<file path="src/rtl/demux_1_26_collector.sv">
// Scatters tagged single-bit beats into an N-slot vector and presents the
// completed vector on a valid/ready port once every slot has been written.
module demux_1_26_collector #(
   parameter int unsigned N     = 26,
   parameter int unsigned SEL_W = 8,
   parameter int unsigned CNT_W = 5
) (
   input  logic             clk,
   input  logic             rst,
   input  logic             in_valid,
   output logic             in_ready,
   input  logic             in_bit,
   input  logic [SEL_W-1:0] in_select,
   output logic             out_valid,
   input  logic             out_ready,
   output logic [0:N-1]     out_set,
   output logic [CNT_W-1:0] fill_count,
   output logic             sel_err
);

   typedef enum logic {COLLECT = 1'b0, HOLD = 1'b1} state_t;

   state_t           r_state;
   logic [0:N-1]     r_set;
   logic [0:N-1]     r_written;
   logic [CNT_W-1:0] r_count;
   logic             r_sel_err;
   logic             r_in_ready;
   logic             r_out_valid;

   logic [0:N-1]     w_onehot;
   logic [0:N-1]     w_written_nxt;
   logic             w_in_range;
   logic             w_new_slot;

   assign w_in_range    = (in_select < SEL_W'(N));
   assign w_written_nxt = r_written | w_onehot;
   assign w_new_slot    = |(w_onehot & ~r_written);

   always_comb begin
      w_onehot = '0;
      for (int unsigned k = 0; k < N; k++) begin
         if (in_select == SEL_W'(k)) w_onehot[k] = 1'b1;
      end
   end

   always_ff @(posedge clk) begin
      if (rst) begin
         r_state     <= COLLECT;
         r_set       <= '0;
         r_written   <= '0;
         r_count     <= '0;
         r_sel_err   <= 1'b0;
         r_in_ready  <= 1'b1;
         r_out_valid <= 1'b0;
      end else begin
         r_sel_err <= 1'b0;
         case (r_state)
            COLLECT: begin
               if (in_valid) begin
                  if (w_in_range) begin
                     for (int unsigned k = 0; k < N; k++) begin
                        if (w_onehot[k]) r_set[k] <= in_bit;
                     end
                     r_written <= w_written_nxt;
                     if (w_new_slot) r_count <= r_count + CNT_W'(1);
                     // Frame closes on the beat that fills the last empty slot.
                     if (&w_written_nxt) begin
                        r_state     <= HOLD;
                        r_in_ready  <= 1'b0;
                        r_out_valid <= 1'b1;
                     end
                  end else begin
                     r_sel_err <= 1'b1;
                  end
               end
            end
            HOLD: begin
               if (out_ready) begin
                  r_state     <= COLLECT;
                  r_written   <= '0;
                  r_count     <= '0;
                  r_in_ready  <= 1'b1;
                  r_out_valid <= 1'b0;
               end
            end
            default: r_state <= COLLECT;
         endcase
      end
   end

   assign in_ready   = r_in_ready;
   assign out_valid  = r_out_valid;
   assign out_set    = r_set;
   assign fill_count = r_count;
   assign sel_err    = r_sel_err;

endmodule

</file>
<file path="config.mk">
export PLATFORM = sky130hd
export DESIGN_NAME = demux_1_26_collector
export DESIGN_NICKNAME = d
export VERILOG_FILES = /design/src/rtl/demux_1_26_collector.sv
export SDC_FILE = /design/constraint.sdc
export NUM_CORES = 1
export LEC_CHECK = 0
export ABC_CLOCK_PERIOD_IN_PS = 2700
export CORE_ASPECT_RATIO = 0.75
export CORE_MARGIN = 5
export CORE_UTILIZATION = 47
export DETAILED_ROUTE_END_ITERATION = 12
export PLACE_DENSITY = 0.82
export SLEW_MARGIN = 0
export SYNTH_ARGS = -nofsm -noshare
export SYNTH_HDL_FRONTEND = slang
export SYNTH_SLANG_ARGS = --single-unit
</file>
<file path="constraint.sdc">
create_clock -name clk -period 2.7 [get_ports clk]
set_clock_uncertainty 0.05 [all_clocks]
set_input_delay 0.54 -clock clk [delete_from_list [all_inputs] [get_ports clk]]
set_output_delay 0.54 -clock clk [all_outputs]
set_load 0.1 [all_outputs]
</file>
-- After elaboration in Yosys (flattened, before gate mapping)
Index checks and enable logic that the tools add are counted.
- register bits: 61
- word-level logic and storage cells: 153
- output and inout bits: 34
- muxes and demuxes: 51
- $add $sub $neg: 1
- magnitude comparators: 1
- equal/unequal tests: 30
- bitwise operators: 5
- reductions and logical operators: 33
- operator list (kind ; number):
    $reduce_and A4 Y1 ; 28
    $eq A8 B5 Y1 const B ; 10
    $mux W26 ; 3
    $eq A8 B4 Y1 const B ; 8
    $pmux W26 S2 ; 1
    $mux W1 ; 39
    $eq A8 B3 Y1 const B ; 4
    $and A26 B26 Y26 ; 1
    $not A26 Y26 ; 1
    $or A26 B26 Y26 ; 1
    $reduce_and A26 Y1 ; 1
    $reduce_or A26 Y1 ; 1
    $mux W5 ; 4
    $eq A8 B2 Y1 const B ; 2
    $ne A2 B2 Y1 const B ; 5
    $pmux W5 S2 ; 1
    $eq A8 B1 Y1 const B ; 1
    $logic_not A8 Y1 ; 1
    $lt A8 B5 Y1 const B ; 1
    $pmux W1 S2 ; 3
    $add A5 B1 Y5 const B ; 1
    $reduce_and A3 Y1 ; 1
    $reduce_or A3 Y1 ; 1
    $not A1 Y1 ; 2

-- Longest topological paths before layout
Gate-level depths: netlist of the first run.
- depth in word-level cells: 8
- gate-level depth with buffers: 9
- depth with buffers taken out: 7

-- Least setup slack after synthesis of the first run
No wires, ideal clock.
- kind: input to register
- from: input in_select[4]
- to: register r_count[4], in the netlist fill_count[4]
- stages on the path: 9
- slack: -0.060 ns
- data arrival time: 2.619 ns
- setup time: 0.092 ns
- path through: or4_1 buf_2 or2_1 buf_6 o221ai_2 o211a_1 nor4_2 or4_4 o31ai_1
- cells in the longest elaborated chain, start to end: 6
- elaborated cells between the ends (all ways): 58
- those cells by class: order compare: 1; eq/ne: 27; mux: 26; bitwise: 1; reduce/logical: 3
- ends and longest elaborated chain (item ; RTL line ; RTL):
    start: declaration ; 13 ; input logic [SEL_W-1:0] in_select,
    $eq A8 B5 Y1 (tied with other cells) ; 43 ; if (in_select == SEL_W'(k)) w_onehot[k] = 1'b1;
    $mux W1 ; 43 ;
    $and A26 B26 Y26 ; 38 ; assign w_new_slot = |(w_onehot & ~r_written);
    $reduce_or A26 Y1 ; 38 ;
    $ne A2 B2 Y1 (no line) ; - ;
    $reduce_and A4 Y1 (no line) (*) ; - ;
    end signal: assignment ; 66 ; if (w_new_slot) r_count <= r_count + CNT_W'(1);
    end: declaration ; 26 ; logic [CNT_W-1:0] r_count;
Every way passes the cells marked *; elsewhere a longest branch is shown, timed or not.
A chain may end at the register's enable or synchronous reset.

-- Worst setup path after layout of the first run
- from: input in_select[4]
- to: register r_in_ready, in the netlist in_ready
- cells in the longest elaborated chain, start to end: 6
- elaborated cells between the ends (all ways): 58
- those cells by class: order compare: 1; eq/ne: 27; mux: 26; bitwise: 1; reduce/logical: 3
- ends and longest elaborated chain (item ; RTL line ; RTL):
    $eq A8 B5 Y1 (tied with other cells) ; 43 ;
    $mux W1 ; 43 ;
    $or A26 B26 Y26 ; 37 ; assign w_written_nxt = r_written | w_onehot;
    $reduce_and A26 Y1 ; 68 ; if (&w_written_nxt) begin
    $ne A2 B2 Y1 (no line) ; - ;
    $reduce_and A4 Y1 (no line) (*) ; - ;
    end signal: assignment ; 54 ; r_in_ready <= 1'b1;
    end signal: assignment ; 70 ; r_in_ready <= 1'b0;
    end signal: assignment ; 83 ; r_in_ready <= 1'b1;
    end: declaration ; 28 ; logic r_in_ready;
Marks and branches as above.

==> flow_metrics.env, run 1 <==
export IMPL_utilization_pct=67.75
export IMPL_wl_per_cell_um=17.29
export IMPL_finalCritPeriodShare_pct=99.72
export IMPL_switching_share_pct=26.65
export IMPL_drc_errors=0
export IMPL_crit_buf_inv=3
export IMPL_tightest_slew_ns=0.6515
export IMPL_netlist_instances=372
export IMPL_drt_iter0_markers=260
export IMPL_synth_seq_area_share_pct=41.94
export IMPL_crit_path_max_incr_delay_ns=0.56
export IMPL_switchingPower_mw=0.5098
export IMPL_gp_congestion=0.9781
export IMPL_gr_total_overflow=0
export IMPL_total_power_mw=1.913
export IMPL_r2r_cells=6
export IMPL_synthArstFlopShare_pct=0
export IMPL_syn_nets=386
export IMPL_startpoint="in_select[4]"
export IMPL_synth_distinct_cells=46
export IMPL_synthFlopType="dfxtp_1"
export IMPL_routed_wirelength_um=9508
export IMPL_max_vdd_ir_drop_uv=347.8
export IMPL_worstPathArrival_ns=2.89
export IMPL_p_leak_nw=1.644
export IMPL_cts_sinks=61
export IMPL_crit_path_cell_trace="clkdlybuf4s50_1 -> or4_4 -> buf_4 -> nor2_1 -> buf_4 -> a21oi_1 -> o22a_1 -> a2111oi_1 -> and4_1 -> nor2_1"
export IMPL_synth_seq_cells=61
export IMPL_grt_first_pass_wirelength_um=14950
export IMPL_synth_top_area_share_pct=41.94
export IMPL_cts_root_buf="clkbuf_8"
export IMPL_endpoint_kind="flop"
export IMPL_rsz0062_at_grt="true"
export IMPL_syn_area_per_cell_sq_um=7.827
export IMPL_synth_edf_count=0
export IMPL_drive_gt1_share_pct=28.39
export IMPL_clk_pin_slew_ns=0.08
export IMPL_area_growth_syn_to_layout_pct=37.64
export IMPL_rr_startpoint="r_written[12]"
export IMPL_start_util_pct=49.22
export IMPL_yosysMostFrequentCell="dfxtp_1"
export IMPL_cp_depth=10
export IMPL_setup_viol=0
export IMPL_ant_nets=0
export IMPL_die_w_um=100.9
export IMPL_hold_buffers=0
export IMPL_rrSetupSlack_ns=0.64
export IMPL_insertedDiodeCount=0
export IMPL_grt_usage_pct=24.21
export IMPL_grt_pass1_vias=2911
export IMPL_netlist_top_cells_count="dfxtp_1 (61), nor2_1 (59), a21oi_1 (51)"
export IMPL_cts_buffers=9
export IMPL_p_seq_share_pct=47.1
export IMPL_htree_num_levels=3
export IMPL_crit_family="simple AND/OR/NAND/NOR gates"
export IMPL_hold_slack_ns=0.4069
export IMPL_vias_per_cell=5.749
export IMPL_dpl_cell_area_sq_um=3740
export IMPL_finalInstanceArea_sq_um=4008
export IMPL_worstPathMaxFanout=5
export IMPL_fmax_ghz=0.3714
export IMPL_grt_antenna_before_repair=0
export IMPL_netlist_top_cells_area="dfxtp_1 (42%), a21oi_1 (8.8%), nor2_1 (7.6%), nand2_1 (6.1%), o21ai_0 (3.4%)"
export IMPL_port_buffers=46
export IMPL_core_region_area_sq_um=5916
export IMPL_ys_warn_count=0
export IMPL_finalHoldViolations=0
export IMPL_critPathLaunchType="input port"
export IMPL_endpoint="in_ready"
export IMPL_ioPinCount=47
export IMPL_cts_tree="built"
export IMPL_finalCriticalPeriod_ns=2.692
export IMPL_p_clk_share_pct=44.9
export IMPL_hold_path_class="reg2reg"
export IMPL_maxSlewHeadroom_pct=56.57
export IMPL_num_vias=3162
export IMPL_cap_violations=0
export IMPL_slowest_stage="or4_4"
export IMPL_r2r_end="fill_count[2]"
export IMPL_die_h_um=78.16
export IMPL_dpl_hpwl_um=6936
export IMPL_drv_slew=0
export IMPL_share_comb_of_total_power_pct=8.1
export IMPL_rows=24
export IMPL_dr_pass1_iters=5
export IMPL_synth_area_leader_cell="dfxtp_1"
export IMPL_power_internal_mw=1.403
export IMPL_status="complete, no violations"
export IMPL_crit_type="in2reg"
export IMPL_die_area_sq_um=7885
export IMPL_clk_latency_ns=0.35
export IMPL_power_density_nw_per_um2=477.2
export IMPL_netlist_area_sq_um=2912
export IMPL_clockBufferDepth=2
export IMPL_nets=481
export IMPL_cp_required_ns=2.89
export IMPL_grt_max_degree=35
-- cell usage in the layout (no fill, tap or decap), types with 2 or more instances in the layout --
master	count
a211o_1	2
a21o_1	8
a21oi_1	51
a32oi_1	8
and2_1	3
buf_4	97
clkbuf_8	9
clkdlybuf4s50_1	10
clkinvlp_4	2
dfxtp_1	61
inv_1	2
inv_6	3
mux2_2	3
mux2i_1	9
nand2_1	47
nand2b_1	5
nand3_1	14
nor2_1	59
nor2b_1	6
nor3_1	5
nor4_2	2
o21ai_0	20
o21bai_1	2
o22ai_1	6
o31ai_1	2
or2_2	2
or3_1	3
or4_4	2
-- stage by stage --
step           std cells  setup slack, ns  setup TNS (ns)
6_report             550         0.007665               0
3_5_place_dp         533          -0.4435          -6.777
5_1_grt              550         -0.04582         -0.2166
4_1_cts              549          0.02329               0
2_1_floorplan        372         0.008629               0
3_3_place_gp         533          -0.3455          -6.968
-- timing repair --
| action | CTS | global route |
|---|---|---|
| setup endpoints to repair | 3 | 8 |
| pin swaps | 1 | 1 |
| setup buffers | 0 | 1 |
| endpoints found under the hold margin | 0 | 0 |
| gates resized for setup | 4 | 8 |
-- per-layer routing --
metal	track usage (%)	wire length, um
met4	7.806	186
met3	5.049	702
met1	35.14	4564
met5	0	0
met2	35.68	4055
-- cell families after synthesis --
kind of cell    synth area share, %
simple gates                  25.91
compound gates                22.82
flops                         41.94
buf+inv                       3.868
mux                           5.028
fa+ha+maj                    0.4297
-- layout make-up --
class,instances,area [sq um]
Timing Repair Buffer,109,842.1
Sequential cell,61,1221
Multi-Input combinational cell,284,1635
Tap cell,78,97.59
Fill cell,506,1908
Clock inverter,7,80.08
Inverter,2,7.507
Clock buffer,9,123.9
-- state kept, by name, indices dropped and copies added, names as in the netlist --
name and flops:
out_set 26, r_written 26, fill_count 5, in_ready 1, out_valid 1, r_state 1
sel_err 1
-- power groups by stage --
stage / sequential, mW / combinational [mW] / clock (mW)
4_1_cts: 0.900 / 0.149 / 0.866
3_3_place_gp: 0.922 / 0.149 / 0
6_report: 0.901 / 0.154 / 0.858
3_5_place_dp: 0.922 / 0.148 / 0
2_1_floorplan: 0.930 / 0.0656 / 0
5_1_grt: 0.901 / 0.164 / 0.917
-- worst min path at each step --
stage	startpoint	endpoint	slack, ns	cells after the start
6_report	out_set[1]	out_set[1]	0.41	2
2_1_floorplan	r_written[14]	r_written[14]	0.40	2
5_1_grt	out_set[21]	out_set[21]	0.43	2
4_1_cts	out_set[21]	out_set[21]	0.41	2
3_5_place_dp	out_set[21]	out_set[21]	0.40	2
3_3_place_gp	out_valid	out_valid	0.39	1
-- tightest hold or removal path: cells and delay by family (launching register included) --
kind	cells	cell delay [ns]
compound gates	1	0.05
flops	1	0.32
simple gates	1	0.05
(Power assumes the default switching activity.)
==> run 2: changes to the inputs <==
CORE_UTILIZATION = 48   (was 47)
PLACE_DENSITY = 0.84   (was 0.82)
==> run 2 against run 1 <==
  * Register-to-register slack got worse by 0.02 ns
  * Combinational power grew 9%
  * Critical path depth down 1
  * Clock-buffer cell count is 2 higher
  * Highest routed layer unchanged
==> flow_metrics.env, run 2 (synthesized netlist as in run 1, its figures left out) <==
export IMPL_drv_slew=0
export IMPL_max_vdd_ir_drop_uv=309.3
export IMPL_clk_pin_slew_ns=0.07
export IMPL_endpoint_kind="flop"
export IMPL_worstPathArrival_ns=2.83
export IMPL_status="complete, no violations"
export IMPL_layout_commonest_cell="buf_4"
export IMPL_maxSlewHeadroom_pct=69.33
export IMPL_cts_buffers=9
export IMPL_rows=24
export IMPL_rrSetupSlack_ns=0.62
export IMPL_finalWorstSetupSlack_ns=0.07807
export IMPL_start_util_pct=49.72
export IMPL_tightest_slew_ns=0.4589
export IMPL_die_h_um=77.45
export IMPL_grt_pass1_vias=2885
export IMPL_dpl_cell_area_sq_um=3800
export IMPL_cp_required_ns=2.91
export IMPL_multi_input_comb_area_sq_um=1664
export IMPL_finalHoldViolations=0
export IMPL_r2r_end="fill_count[3]"
export IMPL_clk_latency_ns=0.34
export IMPL_setup_viol=0
export IMPL_r2r_cells=6
export IMPL_whs_path_depth=2
export IMPL_finalInstanceArea_sq_um=4140
export IMPL_utilization_pct=70.71
export IMPL_min_from="out_set[21]"
export IMPL_insertedDiodeCount=0
export IMPL_finalCritPeriodShare_pct=97.11
export IMPL_ioPinCount=47
export IMPL_cts_tree="built"
export IMPL_whs_endpoint="out_set[21]"
export IMPL_die_w_um=99.93
export IMPL_clockBufferDepth=2
export IMPL_gr_total_overflow=0
export IMPL_die_area_sq_um=7740
export IMPL_grt_max_degree=36
export IMPL_cap_violations=0
export IMPL_power_density_nw_per_um2=485.0
export IMPL_crit_type="in2reg"
export IMPL_vias_per_cell=5.683
export IMPL_drc_errors=0
export IMPL_rr_startpoint="r_written[15]"
export IMPL_hold_slack_ns=0.4086
export IMPL_rsz0062_at_grt="false"
export IMPL_htree_num_levels=3
export IMPL_nets=489
export IMPL_ant_nets=0
export IMPL_routed_wirelength_um=9426
export IMPL_finalCriticalPeriod_ns=2.622
export IMPL_grt_first_pass_wirelength_um=15000
export IMPL_grt_antenna_before_repair=0
export IMPL_port_buffers=46
export IMPL_num_vias=3171
export IMPL_fmax_ghz=0.3814
export IMPL_pre_cts_ws_ns=-0.4274
export IMPL_dpl_hpwl_um=6903
export IMPL_drive_gt1_share_pct=30.42
export IMPL_seqCellArea_sq_um=1221
export IMPL_hold_buffers=0
export IMPL_area_growth_syn_to_layout_pct=42.20
export IMPL_critPathLaunchType="input port"
export IMPL_gp_congestion=0.9666
export IMPL_grt_usage_pct=24.53
export IMPL_core_region_area_sq_um=5856
export IMPL_dr_pass1_iters=5
export IMPL_wl_per_cell_um=16.89
export IMPL_cts_root_buf="clkbuf_8"
export IMPL_final_cell_mix="buf_4 (105), dfxtp_1 (61), nor2_1 (59), a21oi_1 (51), nand2_1 (47)"
export IMPL_p_leak_nw=1.759
export IMPL_worstPathMaxFanout=4
export IMPL_drt_iter0_markers=272
export IMPL_fillCellCount=490
export IMPL_total_power_mw=2.008
export IMPL_hold_path_class="reg2reg"
export IMPL_cts_sinks=61
==> run 2: cell types whose count changed in the layout (fill, tap and decap cells not counted), sizes merged, moves of 3 or more <==
cell / before / now
buf: 98 / 106
clkdlybuf4s50: 10 / 6
dlymetal6s2s: 0 / 5
inv: 5 / 2
==> run 2: worst max-delay path, stage by stage <==
cell and delay (ns):
clkdlybuf4s50_1 0.46, buf_4 0.17, nand2b_1 0.19, or2_4 0.30
o221ai_2 0.16, o211a_1 0.18, nor4_2 0.05, or4_4 0.56
o31ai_1 0.23
==> run 2: worst max path at each step <==
stage	startpoint	end	slack [ns]	cells after the start
2_1_floorplan	in_select[4]	fill_count[2]	0.009	9
3_3_place_gp	in_select[4]	in_ready	-0.40	9
3_5_place_dp	in_select[4]	fill_count[4]	-0.43	8
4_1_cts	in_select[5]	in_ready	0.008	9
5_1_grt	in_select[1]	fill_count[2]	0.004	9
6_report	in_select[2]	fill_count[3]	0.08	9
==> run 2: power breakdown <==
part           leakage, nW  switching, mW  internal [mW]  total, mW
registers            0.491       0.000598          0.900      0.901
clock network        0.120          0.368          0.572      0.939
logic                 1.15         0.0923         0.0754      0.168
==> run 2: what timing repair did <==
item                                    in CTS  in global routing
resized for setup                            4                 17
endpoints found under the setup margin       6                  7
pin swaps                                    0                  8
buffers inserted                             0                  1
endpoints found under the hold margin        0                  0
==> run 2: metal layers <==
layer | part of all wire [%] | GRT usage, % | up-vias
met5 | 0 | 0 | -
met4 | 1.4 | 7.094 | 0
met3 | 7.9 | 6.183 | 12
met2 | 44 | 36.75 | 145
met1 | 47 | 34.88 | 1493
li1 | - | - | 1521
==> run 2: layout make-up <==
type	instances	area share, %
multi-input cells	284	40.19
flip-flops and latches	61	29.50
repair buffers	117	22.12
clock buffers	11	3.657
well taps	78	2.357
clock inverters	5	1.995
inverters	2	0.1813
==> run 2: through the flow <==
step           setup TNS [ns]  instances
2_1_floorplan               0        372
3_3_place_gp           -6.255        541
3_5_place_dp           -7.707        541
4_1_cts                     0        557
5_1_grt                     0        558
6_report                    0        558
